===== config.mk =====
export PLATFORM = sky130hd
export DESIGN_NAME = bank_cmd_arbiter
export DESIGN_NICKNAME = d
export VERILOG_FILES = /design/src/rtl/bank_cmd_arbiter.sv
export SDC_FILE = /design/constraint.sdc
export NUM_CORES = 1
export LEC_CHECK = 0
export CAP_MARGIN = 20
export CORE_MARGIN = 2
export CORE_UTILIZATION = 44
export CTS_CLUSTER_SIZE = 16
export DETAILED_ROUTE_END_ITERATION = 10
export PLACE_DENSITY = 0.88
export SLEW_MARGIN = 20
export SYNTH_ARGS = -nofsm -noshare
export SYNTH_HDL_FRONTEND = slang
export SYNTH_SLANG_ARGS = --single-unit

===== constraint.sdc =====
create_clock -name sys_clk -period 15.6 [get_ports sys_clk]
set_clock_uncertainty 0.2 [all_clocks]
set_input_delay 3.9 -clock sys_clk [delete_from_list [all_inputs] [get_ports sys_clk]]
set_output_delay 3.9 -clock sys_clk [all_outputs]
set_load 0.05 [all_outputs]

===== src/rtl/bank_cmd_arbiter.sv =====
// Round-robin bank command arbiter with tCCD/tRRD spacing and refresh handshake;
// winner registered to the PHY slot with 1-cycle latency, PHY never backpressures.
module bank_cmd_arbiter #(
   parameter int NBANKS    = 8,
   parameter int MAX_BURST = 4
) (
   input  logic                 sys_clk,
   input  logic                 sys_rst,
   input  logic [NBANKS-1:0]    bm_cmd_valid,
   output logic [NBANKS-1:0]    bm_cmd_ready,
   output logic [NBANKS-1:0]    bm_cmd_first,
   output logic [NBANKS-1:0]    bm_cmd_last,
   input  logic [17*NBANKS-1:0] bm_cmd_a,
   input  logic [3*NBANKS-1:0]  bm_cmd_ba,
   input  logic [NBANKS-1:0]    bm_cmd_cas,
   input  logic [NBANKS-1:0]    bm_cmd_ras,
   input  logic [NBANKS-1:0]    bm_cmd_we,
   input  logic [NBANKS-1:0]    bm_cmd_is_cmd,
   input  logic [NBANKS-1:0]    bm_cmd_is_read,
   input  logic [NBANKS-1:0]    bm_cmd_is_write,
   output logic [NBANKS-1:0]    bm_refresh_req,
   input  logic [NBANKS-1:0]    bm_refresh_gnt,
   input  logic                 ref_req,
   output logic                 ref_gnt,
   input  logic [7:0]           tccd_cfg,
   input  logic [7:0]           trrd_cfg,
   output logic                 phy_valid,
   output logic [16:0]          phy_a,
   output logic [2:0]           phy_ba,
   output logic                 phy_cas,
   output logic                 phy_ras,
   output logic                 phy_we,
   output logic                 phy_is_read,
   output logic                 phy_is_write
);

   localparam int BW = (NBANKS > 1) ? $clog2(NBANKS) : 1;
   localparam int CW = $clog2(MAX_BURST + 1);

   localparam logic [1:0] ST_ARB      = 2'd0;
   localparam logic [1:0] ST_REF_WAIT = 2'd1;
   localparam logic [1:0] ST_REF_GNT  = 2'd2;

   logic [1:0]        state, state_nxt;
   logic [BW-1:0]     owner, win_idx, cand;
   logic [CW-1:0]     burst_cnt, cnt_eff;
   logic [7:0]        cas_timer, act_timer;
   logic              fresh;
   logic [NBANKS-1:0] is_cas, is_act, elig;
   logic              keep, found, accept, rotate, first_c, last_c;
   logic              win_cas, win_act;

   function automatic logic [7:0] gap_load(input logic [7:0] cfg);
      return (cfg == 8'd0) ? 8'd0 : cfg - 8'd1;
   endfunction

   always_comb begin
      for (int i = 0; i < NBANKS; i++) begin
         is_cas[i] = bm_cmd_cas[i] & (bm_cmd_is_read[i] | bm_cmd_is_write[i]);
         is_act[i] = bm_cmd_is_cmd[i] & bm_cmd_ras[i] & ~bm_cmd_cas[i] & ~bm_cmd_we[i];
         elig[i]   = bm_cmd_valid[i] & (state == ST_ARB) & ~sys_rst
                     & (~is_cas[i] | (cas_timer == 8'd0))
                     & (~is_act[i] | (act_timer == 8'd0));
      end
   end

   assign keep = elig[owner] && (int'(burst_cnt) < MAX_BURST);

   // Search starts after the owner and ends on the owner itself, so a lone
   // bank that exhausted its burst wins again as a fresh ownership run.
   always_comb begin
      found   = 1'b0;
      cand    = owner;
      win_idx = owner;
      for (int k = 1; k <= NBANKS; k++) begin
         cand = owner + BW'(k);
         if (!found && elig[cand]) begin
            found   = 1'b1;
            win_idx = cand;
         end
      end
      if (keep) win_idx = owner;
   end

   assign accept  = keep | found;
   assign rotate  = ~keep & found;
   assign first_c = rotate | fresh;
   assign cnt_eff = first_c ? '0 : burst_cnt;
   assign last_c  = (int'(cnt_eff) + 1 == MAX_BURST);
   assign win_cas = is_cas[win_idx];
   assign win_act = is_act[win_idx];

   assign bm_cmd_ready   = accept ? (NBANKS'(1) << win_idx) : '0;
   assign bm_cmd_first   = first_c ? bm_cmd_ready : '0;
   assign bm_cmd_last    = last_c ? bm_cmd_ready : '0;
   assign bm_refresh_req = ((state != ST_ARB) && ref_req && !sys_rst) ? '1 : '0;
   assign ref_gnt        = (state == ST_REF_GNT);

   always_comb begin
      state_nxt = state;
      case (state)
         ST_ARB:      if (ref_req) state_nxt = ST_REF_WAIT;
         ST_REF_WAIT: if (!ref_req) state_nxt = ST_ARB;
                      else if (&bm_refresh_gnt) state_nxt = ST_REF_GNT;
         ST_REF_GNT:  if (!ref_req) state_nxt = ST_ARB;
         default:     state_nxt = ST_ARB;
      endcase
   end

   always_ff @(posedge sys_clk or posedge sys_rst) begin
      if (sys_rst) begin
         state     <= ST_ARB;
         owner     <= '0;
         burst_cnt <= '0;
         fresh     <= 1'b1;
         cas_timer <= 8'd0;
         act_timer <= 8'd0;
      end else begin
         state <= state_nxt;
         if (accept) begin
            owner     <= win_idx;
            burst_cnt <= cnt_eff + CW'(1);
         end
         // Any refresh excursion starts a new ownership run on return.
         if (state != ST_ARB) fresh <= 1'b1;
         else if (accept) fresh <= 1'b0;
         if (accept && win_cas) cas_timer <= gap_load(tccd_cfg);
         else if (cas_timer != 8'd0) cas_timer <= cas_timer - 8'd1;
         if (accept && win_act) act_timer <= gap_load(trrd_cfg);
         else if (act_timer != 8'd0) act_timer <= act_timer - 8'd1;
      end
   end

   always_ff @(posedge sys_clk or posedge sys_rst) begin
      if (sys_rst) begin
         phy_valid    <= 1'b0;
         phy_a        <= '0;
         phy_ba       <= '0;
         phy_cas      <= 1'b0;
         phy_ras      <= 1'b0;
         phy_we       <= 1'b0;
         phy_is_read  <= 1'b0;
         phy_is_write <= 1'b0;
      end else begin
         phy_valid <= accept;
         if (accept) begin
            phy_a        <= bm_cmd_a[17*int'(win_idx) +: 17];
            phy_ba       <= bm_cmd_ba[3*int'(win_idx) +: 3];
            phy_cas      <= bm_cmd_cas[win_idx];
            phy_ras      <= bm_cmd_ras[win_idx];
            phy_we       <= bm_cmd_we[win_idx];
            phy_is_read  <= bm_cmd_is_read[win_idx];
            phy_is_write <= bm_cmd_is_write[win_idx];
         end
      end
   end

endmodule


Word-level counts from Yosys, hierarchy flattened
Index checks and enable logic that the tools add are counted.

cells by class
  add/subtract/negate cells = 13
  $mul = 2
  $lt $le $gt $ge = 10
  eq/ne operators = 6
  shifts and indexed selects = 3
  multiplexer cells = 65
  bitwise logic cells = 125
  reduce and logical (&&, ||, !) cells = 33

operators by type and width
  cell                                                                           count
  136-bit by 9-bit variable part select with 17-bit output                       1
  8-bit 2-to-1 mux                                                               10
  1-bit AND                                                                      65
  1-bit binary-select mux with 3-bit select                                      15
  3-bit by 4-bit less-than comparator with 1-bit output (second input constant)  9
  1-bit inverter                                                                 34
  8-bit zero test                                                                4
  8-bit by 1-bit subtractor with 8-bit output (second input constant)            4
  3-bit 2-to-1 mux                                                               10
  1-bit bitwise OR                                                               26
  1-bit 2-to-1 mux                                                               25
  24-bit by 6-bit variable part select with 3-bit output                         1
  8-bit nonzero test                                                             2
  3-bit adder (second input constant)                                            4
  1-bit logical AND                                                              12
  1-bit zero test                                                                8
  5-bit by 3-bit multiplier with 8-bit output (first input constant)             1
  2-bit 2-to-1 mux                                                               4
  8-bit AND reduction                                                            1
  2-bit nonzero test                                                             4
  1-bit by 3-bit << shifter with 8-bit output (first input constant)             1
  3-bit by 1-bit adder with 3-bit output (second input constant)                 2
  3-bit by 2-bit adder with 3-bit output (second input constant)                 2
  2-bit case mux with 3 select lines                                             1
  10 further kinds                                                               11

storage, ports and cells
  bits in registers = 51
  input port bits = 243
  output and inout port bits = 59

Longest topological paths before layout
Gate-level depths: netlist of run 1.

  depth in word-level cells = 36
  gate-level depth with buffers = 20
  depth with buffers taken out = 16

Worst setup path after synthesis of run 1
Ideal clock, no wire load.

  path type = input-to-output
  start point = input sys_rst
  end point = output bm_cmd_last[6]
  arrival time = 7.836 ns
  data required time = 11.500 ns
  setup slack = 3.664 ns
  stages = 15
  cells stage by stage = nor3_1 > nand2_1 > or3_1 > mux2_2 > buf_6 > mux4_2 > o221ai_2 > o32a_1 > o21ba_1 > buf_4 > o31ai_4 > buf_4 > buf_2 > nand3_1 > nor2_1

on the way
  cells in the longest elaborated chain, start to end = 34
  elaborated cells on any way between the ends = 83
  classes of those cells = add/sub (1); eq/ne (1); shift (1); mux (36); bitwise (29); reduce/logical (15)

ends and longest elaborated chain
  item                                       line  source
  start: declaration                         8     input logic sys_rst,
  1-bit inverter *                           61    elig[i] = bm_cmd_valid[i] & (state == ST_ARB) & ~sys_rst
  1-bit AND                                  61
  1-bit AND                                  62    & (~is_cas[i] | (cas_timer == 8'd0))
  1-bit AND                                  63    & (~is_act[i] | (act_timer == 8'd0));
  1-bit binary-select mux with 3-bit select  77    if (!found && elig[cand]) begin
  1-bit 2-to-1 mux (not written as such)     77
  1-bit 2-to-1 mux                           77
  1-bit zero test                            77
  (+18 left out)                             -
  1-bit logical AND                          77
  1-bit 2-to-1 mux                           77
  1-bit AND                                  86    assign rotate = ~keep & found;
  1-bit bitwise OR                           87    assign first_c = rotate | fresh;
  3-bit 2-to-1 mux                           88    assign cnt_eff = first_c ? '0 : burst_cnt;
  3-bit by 1-bit adder with 4-bit output     89    assign last_c = (int'(cnt_eff) + 1 == MAX_BURST);
  4-bit by 3-bit == test with 1-bit output   89
  8-bit 2-to-1 mux *                         95    assign bm_cmd_last = last_c ? bm_cmd_ready : '0;
  end: declaration                           12    output logic [NBANKS-1:0] bm_cmd_last,

Mark *: on every way between the ends. The rest lies on a longest branch, timed or not. The select of a mux whose other input is x is not followed.

Worst setup path in the final report of run 1
  start point = input bm_cmd_ras[3]
  end point = output bm_cmd_last[3]

on the way
  elaborated cells on any way between the ends = 64
  classes of those cells = add/sub (1); eq/ne (1); shift (1); mux (36); bitwise (10); reduce/logical (15)

RTL lines
  item                                       line  source
  start: declaration                         16    input logic [NBANKS-1:0] bm_cmd_ras,
  1-bit AND * (3 in a row)                   60    is_act[i] = bm_cmd_is_cmd[i] & bm_cmd_ras[i] & ~bm_cmd_cas[i] & ~bm_cmd_we[i];
  1-bit inverter *                           63
  1-bit bitwise OR *                         63
  1-bit AND *                                63
  1-bit binary-select mux with 3-bit select  77
  1-bit 2-to-1 mux (not written as such)     77
  1-bit 2-to-1 mux                           77
  1-bit zero test                            77
  (+16 left out)                             -
  1-bit 2-to-1 mux                           77
  1-bit zero test                            77
  1-bit logical AND                          77
  1-bit 2-to-1 mux                           77
  1-bit bitwise OR *                         85    assign accept = keep | found;
  named net accept                           50    logic keep, found, accept, rotate, first_c, last_c;
  8-bit 2-to-1 mux *                         93    assign bm_cmd_ready = accept ? (NBANKS'(1) << win_idx) : '0;
  8-bit 2-to-1 mux *                         95

Mark *: on every way through the listed nets, which the timed path passes. The rest lies on a longest branch. The select of a mux whose other input is x is not followed.

==> impl_metrics.env, run 1 <==
export IMPL_ff_latch_area_mm2=0.00128
export IMPL_rsz0062_at_grt="false"
export IMPL_areaGrowthSynthToFinish_pct=56.4
export IMPL_synth_lib_cells_used_distinct=80
export IMPL_min_period_ns=13.75
export IMPL_grtUsageTotal_pct=32.1
export IMPL_crit_path_max_fanout=30
export IMPL_syn_nets=843
export IMPL_mostFrequentLayoutCells="clkdlybuf4s50_1 (301), nand2_1 (88), mux4_2 (60)"
export IMPL_hpwl_mm=18.7
export IMPL_arrival_ns=9.65
export IMPL_clk_path_buf_depth=2
export IMPL_syn_inst=591
export IMPL_avgRoutedWirePerCell_um=21.8
export IMPL_reg2regPathDepth=16
export IMPL_tns_ns=0
export IMPL_grt_overflow_total=0
export IMPL_die_area_mm2=0.0140
export IMPL_fin_crit_sh_pct=88.1
export IMPL_cts_max_level=2
export IMPL_antenna_left=0
export IMPL_die_x_um=118
export IMPL_first_pass_iters=5
export IMPL_clk_latency_ns=0.30
export IMPL_io_buffers=301
export IMPL_drv_cap=0
export IMPL_fin_util_pct=70.8
export IMPL_multi_input_area_mm2=0.00412
export IMPL_synth_area_mm2=0.00573
export IMPL_async_reset_ff_share_pct=100
export IMPL_grt_pass1_vias=6338
export IMPL_critPathSlowestCell="clkdlybuf4s50_1"
export IMPL_relSlewSlack_pct=32.9
export IMPL_mostFrequentLayoutCell="clkdlybuf4s50_1"
export IMPL_clk_pin_slew_ns=0.07
export IMPL_final_nets=1119
export IMPL_critPathLaunchType="input pin"
export IMPL_fill_cells=975
export IMPL_cp_cell_sequence="clkdlybuf4s50_1, nor4bb_1, o21ai_1, o2111ai_1, mux2_2, mux4_2, o221ai_2, nor2_1, nand3_1, inv_1, buf_4, o21a_1, and2_1, ha_1, nand2_1, nor2_1, clkdlybuf4s50_1"
export IMPL_holdPathStages=2
export IMPL_cts_resized=0
export IMPL_vias=6200
export IMPL_drt_iter0_markers=442
export IMPL_cts_made_buffers=5
export IMPL_regToRegSetupSlack_ns=9.37
export IMPL_die_y_um=118
export IMPL_cts_setup_buffers=0
export IMPL_via_per_inst=5.96
export IMPL_fmax_ghz=0.0727
export IMPL_tightestPinTransition_ns=1.00
export IMPL_drive_above_1_share_pct=13.1
export IMPL_diodes=0
export IMPL_wl_mm=22.6
export IMPL_hold_slack_ns=0.266
export IMPL_min_path_type="reg -> reg"
export IMPL_finalSetupViolations=0
export IMPL_syn_area_per_cell_um2=9.70
export IMPL_place_ws_ns=1.92
export IMPL_ys_warn_count=0
export IMPL_tritoncts="built"
export IMPL_grt_start_max_net_pins=54
export IMPL_io_pins=302
export IMPL_grt_pass1_wl_mm=34.8
export IMPL_cp_slowest_stage_delay_ns=0.85
export IMPL_synth_seq_cells=51
export IMPL_rows=41
export IMPL_clkSinkCount=51
export IMPL_drcViolationCount=0
export IMPL_crit_required_ns=11.50
export IMPL_slew_viol_final=0
export IMPL_path_class="in -> out"
export IMPL_core_area_mm2=0.0127
export IMPL_cts_root_buffer="clkbuf_16"
export IMPL_cts_hold_buf=0
export IMPL_antenna_found_initial=1
export IMPL_gp_congestion=1.03
export IMPL_synth_edff_count=0
export IMPL_worst_setup_path_end_kind="output port"
export IMPL_status="complete, no violations"
export IMPL_yosysSeqAreaShare_pct=22.3
export IMPL_initial_core_util_pct=45.2
export IMPL_setup_slack_ns=1.85
export IMPL_synth_ff_type="dfrtp_1"
export IMPL_hold_violations=0
## metrics by stage
| stage | cells | instance area [um2] |
|---|---|---|
| global route | 1040 | 8960 |
| finish | 1040 | 8960 |
| floorplan | 591 | 5730 |
| detailed placement | 1032 | 8800 |
| global placement | 1032 | 8800 |
| CTS | 1040 | 8960 |
## area by class of cell
cell class	instances	share of cell area, %
Tap cell	172	2.40
Inverter	26	1.12
Sequential cell	51	14.2
Multi-Input combinational cell	472	45.9
Timing Repair Buffer	311	34.4
Clock inverter	2	0.419
Clock buffer	6	1.44
## Yosys cell counts, types with 6 or more instances
library cell  number  area, um2
xor2_1             6       52.6
clkbuf_1          18       67.6
nand2_1           88        330
nor3_1            22        110
dfrtp_1           50       1250
mux2i_1           18        180
buf_2             10       50.1
o21ai_0           19       95.1
a21oi_1           11       55.1
and2_1            12       75.1
xnor2_1           13        114
o22ai_1           10       62.6
nor2b_1            6       37.5
inv_1             24       90.1
mux2_2            12        135
nor2_1            39        146
a22oi_1           26        195
or3_1              7       43.8
buf_4             11       82.6
o21ai_1            7       35.0
mux4_2            60       1350
ha_1               9        113
nand3_1           13       65.1
o221ai_1           7       61.3
## worst max-delay path: cells and delay by family
family | cells | cell delay [ns]
adders and majority gates | 1 | 0.17
and+or+nand+nor | 6 | 1.94
buffers and inverters | 4 | 1.82
muxes | 2 | 0.66
AOI/OAI and AO/OA | 4 | 1.14
## cell families after synthesis
family,Yosys count,synth area share [%]
DFF,51,22.3
adders and majority gates,9,1.97
xor gates and xnor gates,20,3.38
AOI/OAI and AO/OA,124,16.1
buffers and inverters,68,5.90
and+or+nand+nor,225,20.5
muxes,94,29.9
## sequential cells by signal (all words and copies together), names as in the netlist
signal        count
act_timer         8
burst_cnt         3
cas_timer         8
fresh             1
owner             3
phy_a            17
phy_ba            3
phy_cas           1
phy_is_read       1
phy_is_write      1
phy_ras           1
phy_valid         1
phy_we            1
state             2
## worst paths after layout
check                         startpoint        endpoint
setup / recovery           bm_cmd_ras[3]  bm_cmd_last[3]
hold / removal                  phy_a[3]        phy_a[3]
setup reg to reg            cas_timer[0]    act_timer[3]
hold reg to reg                 phy_a[3]        phy_a[3]
max in group asynchronous        sys_rst         phy_cas
min in group asynchronous        sys_rst    act_timer[3]
## per-layer routing
layer	track usage, %	routed length (um)	part of all wire, %	up-vias
met2	54.0	11000	48	361
li1	-	-	-	2830
met5	0	13	0.057	-
met3	8.28	2270	10	52
met4	10.2	751	3.3	2
met1	40.4	8650	38	2955
Power of run 1 is not shown: default switching activity piles up to over one toggle a cycle in this logic, so the estimate is an artifact.
==> run 2: changes to the inputs <==
GPL_ROUTABILITY_DRIVEN = 0   (was unset)
SETUP_SLACK_MARGIN = 0.5   (was unset)
==> run 2 against run 1 <==
  * Clock-buffer cell count shrank 1
  * Sequential share of layout area is essentially flat
  * Non-clock buffer count shrank 2
  * Worst hold slack lost 0.0047 ns
  * Critical path depth shrank 1
  * Register-to-register slack lost 0.10 ns
  * Highest routed layer is now met4
==> impl_metrics.env, run 2 (synthesized netlist as in run 1, its figures left out) <==
export IMPL_grtUsageTotal_pct=31.1
export IMPL_crit_path_max_fanout=12
export IMPL_cp_cell_sequence="clkdlybuf4s50_1, nor4bb_1, o21ai_1, o2111ai_1, mux2i_1, o22ai_1, o221ai_2, nor2_1, nand3_1, inv_1, o21a_1, and2_1, ha_1, nand2_1, nor2_1, clkdlybuf4s50_1"
export IMPL_fmax_ghz=0.0739
export IMPL_tightestPinTransition_ns=1.01
export IMPL_cts_hold_buf=0
export IMPL_mostFrequentLayoutCells="clkdlybuf4s50_1 (301), nand2_1 (88), mux4_2 (60)"
export IMPL_antenna_left=0
export IMPL_die_x_um=118
export IMPL_worst_setup_path_end_kind="output port"
export IMPL_tritoncts="built"
export IMPL_slew_viol_final=0
export IMPL_largestRegisters="phy_a x17, act_timer x8, cas_timer x8"
export IMPL_worstHoldStart="burst_cnt[1]"
export IMPL_reg2regPathDepth=16
export IMPL_critPathSlowestCell="clkdlybuf4s50_1"
export IMPL_cts_root_buffer="clkbuf_16"
export IMPL_die_area_mm2=0.0140
export IMPL_hold_violations=0
export IMPL_crit_family="simple AND/OR/NAND/NOR gates"
export IMPL_regMostFlops="phy_a"
export IMPL_grt_pass1_wl_mm=34.3
export IMPL_hpwl_mm=18.2
export IMPL_arrival_ns=9.42
export IMPL_drive_above_1_share_pct=13.0
export IMPL_finalSetupViolations=0
export IMPL_drt_iter0_markers=432
export IMPL_path_class="in -> out"
export IMPL_worstSetupPathDepth=16
export IMPL_vias=6350
export IMPL_rsz0062_at_grt="false"
export IMPL_cts_max_level=2
export IMPL_holdPathStages=2
export IMPL_cts_setup_buffers=0
export IMPL_critPathBufInv=3
export IMPL_io_pins=302
export IMPL_worstSetupStartpoint="bm_cmd_ras[3]"
export IMPL_multi_input_area_mm2=0.00412
export IMPL_largest_reg_flops=17
export IMPL_die_y_um=118
export IMPL_final_nets=1117
export IMPL_relSlewSlack_pct=32.5
export IMPL_fill_cells=972
export IMPL_min_period_ns=13.52
export IMPL_grt_pass1_vias=6364
export IMPL_fin_area_mm2=0.00894
export IMPL_drv_cap=0
export IMPL_crit_required_ns=11.50
export IMPL_initial_core_util_pct=45.2
export IMPL_drcViolationCount=0
export IMPL_ff_latch_area_mm2=0.00128
export IMPL_clk_path_buf_depth=2
export IMPL_io_buffers=301
export IMPL_placed_area_mm2=0.00878
export IMPL_via_per_inst=6.12
export IMPL_tns_ns=0
export IMPL_cp_slowest_stage_delay_ns=0.85
export IMPL_fin_util_pct=70.5
export IMPL_clkSinkCount=51
export IMPL_first_pass_iters=5
export IMPL_core_area_mm2=0.0127
export IMPL_critPathLaunchType="input pin"
export IMPL_rows=41
export IMPL_reg2reg_from="cas_timer[0]"
export IMPL_antenna_found_initial=0
export IMPL_wl_mm=22.2
export IMPL_setup_slack_ns=2.08
export IMPL_fin_crit_sh_pct=86.7
export IMPL_avgRoutedWirePerCell_um=21.3
export IMPL_place_ws_ns=2.19
export IMPL_areaGrowthSynthToFinish_pct=56.0
export IMPL_clk_pin_slew_ns=0.07
export IMPL_diodes=0
export IMPL_status="complete, no violations"
export IMPL_min_path_type="reg -> reg"
export IMPL_cts_made_buffers=5
export IMPL_clk_latency_ns=0.29
export IMPL_mostFrequentLayoutCell="clkdlybuf4s50_1"
export IMPL_grt_overflow_total=0
export IMPL_grt_start_max_net_pins=52
export IMPL_cts_resized=0
[run 2: per-stage QoR]
step | instances | hold slack (ns)
after floorplan | 591 | 0.230
after global placement | 1030 | 0.247
after detailed placement | 1030 | 0.247
after CTS | 1038 | 0.264
after global routing | 1038 | 0.302
final | 1038 | 0.261
[run 2: area by class of cell]
class	count	area share (%)
Clock buffer	5	1.40
Clock inverter	3	0.308
Tap cell	172	2.41
Timing Repair Buffer	309	34.4
Inverter	26	1.13
Multi-Input combinational cell	472	46.1
Sequential cell	51	14.3
[run 2: tightest hold or removal path: cells and delay by family (launching register included)]
family	cells	cell delay, ns
flip-flops	1	0.34
AND/OR/NAND/NOR	2	0.10
[run 2: path summary, 6_finish.rpt]
path	endpoint	slack (ns)
setup reg to reg	act_timer[1]	9.27
hold / removal	burst_cnt[1]	0.26
hold reg to reg	burst_cnt[1]	0.26
min in group asynchronous	act_timer[5]	3.94
setup / recovery	bm_cmd_last[3]	2.08
max in group asynchronous	phy_ras	10.74
[run 2: layer usage]
metal / wire length (um) / share of wire [%] / track usage, % / vias up
met5: 0 / 0 / 0 / -
met4: 642 / 2.9 / 8.36 / 0
met3: 2220 / 10 / 6.88 / 71
met2: 11000 / 50 / 54.3 / 412
met1: 8270 / 37 / 38.7 / 3047
li1: - / - / - / 2820
Power of run 2 is left out for the same reason.
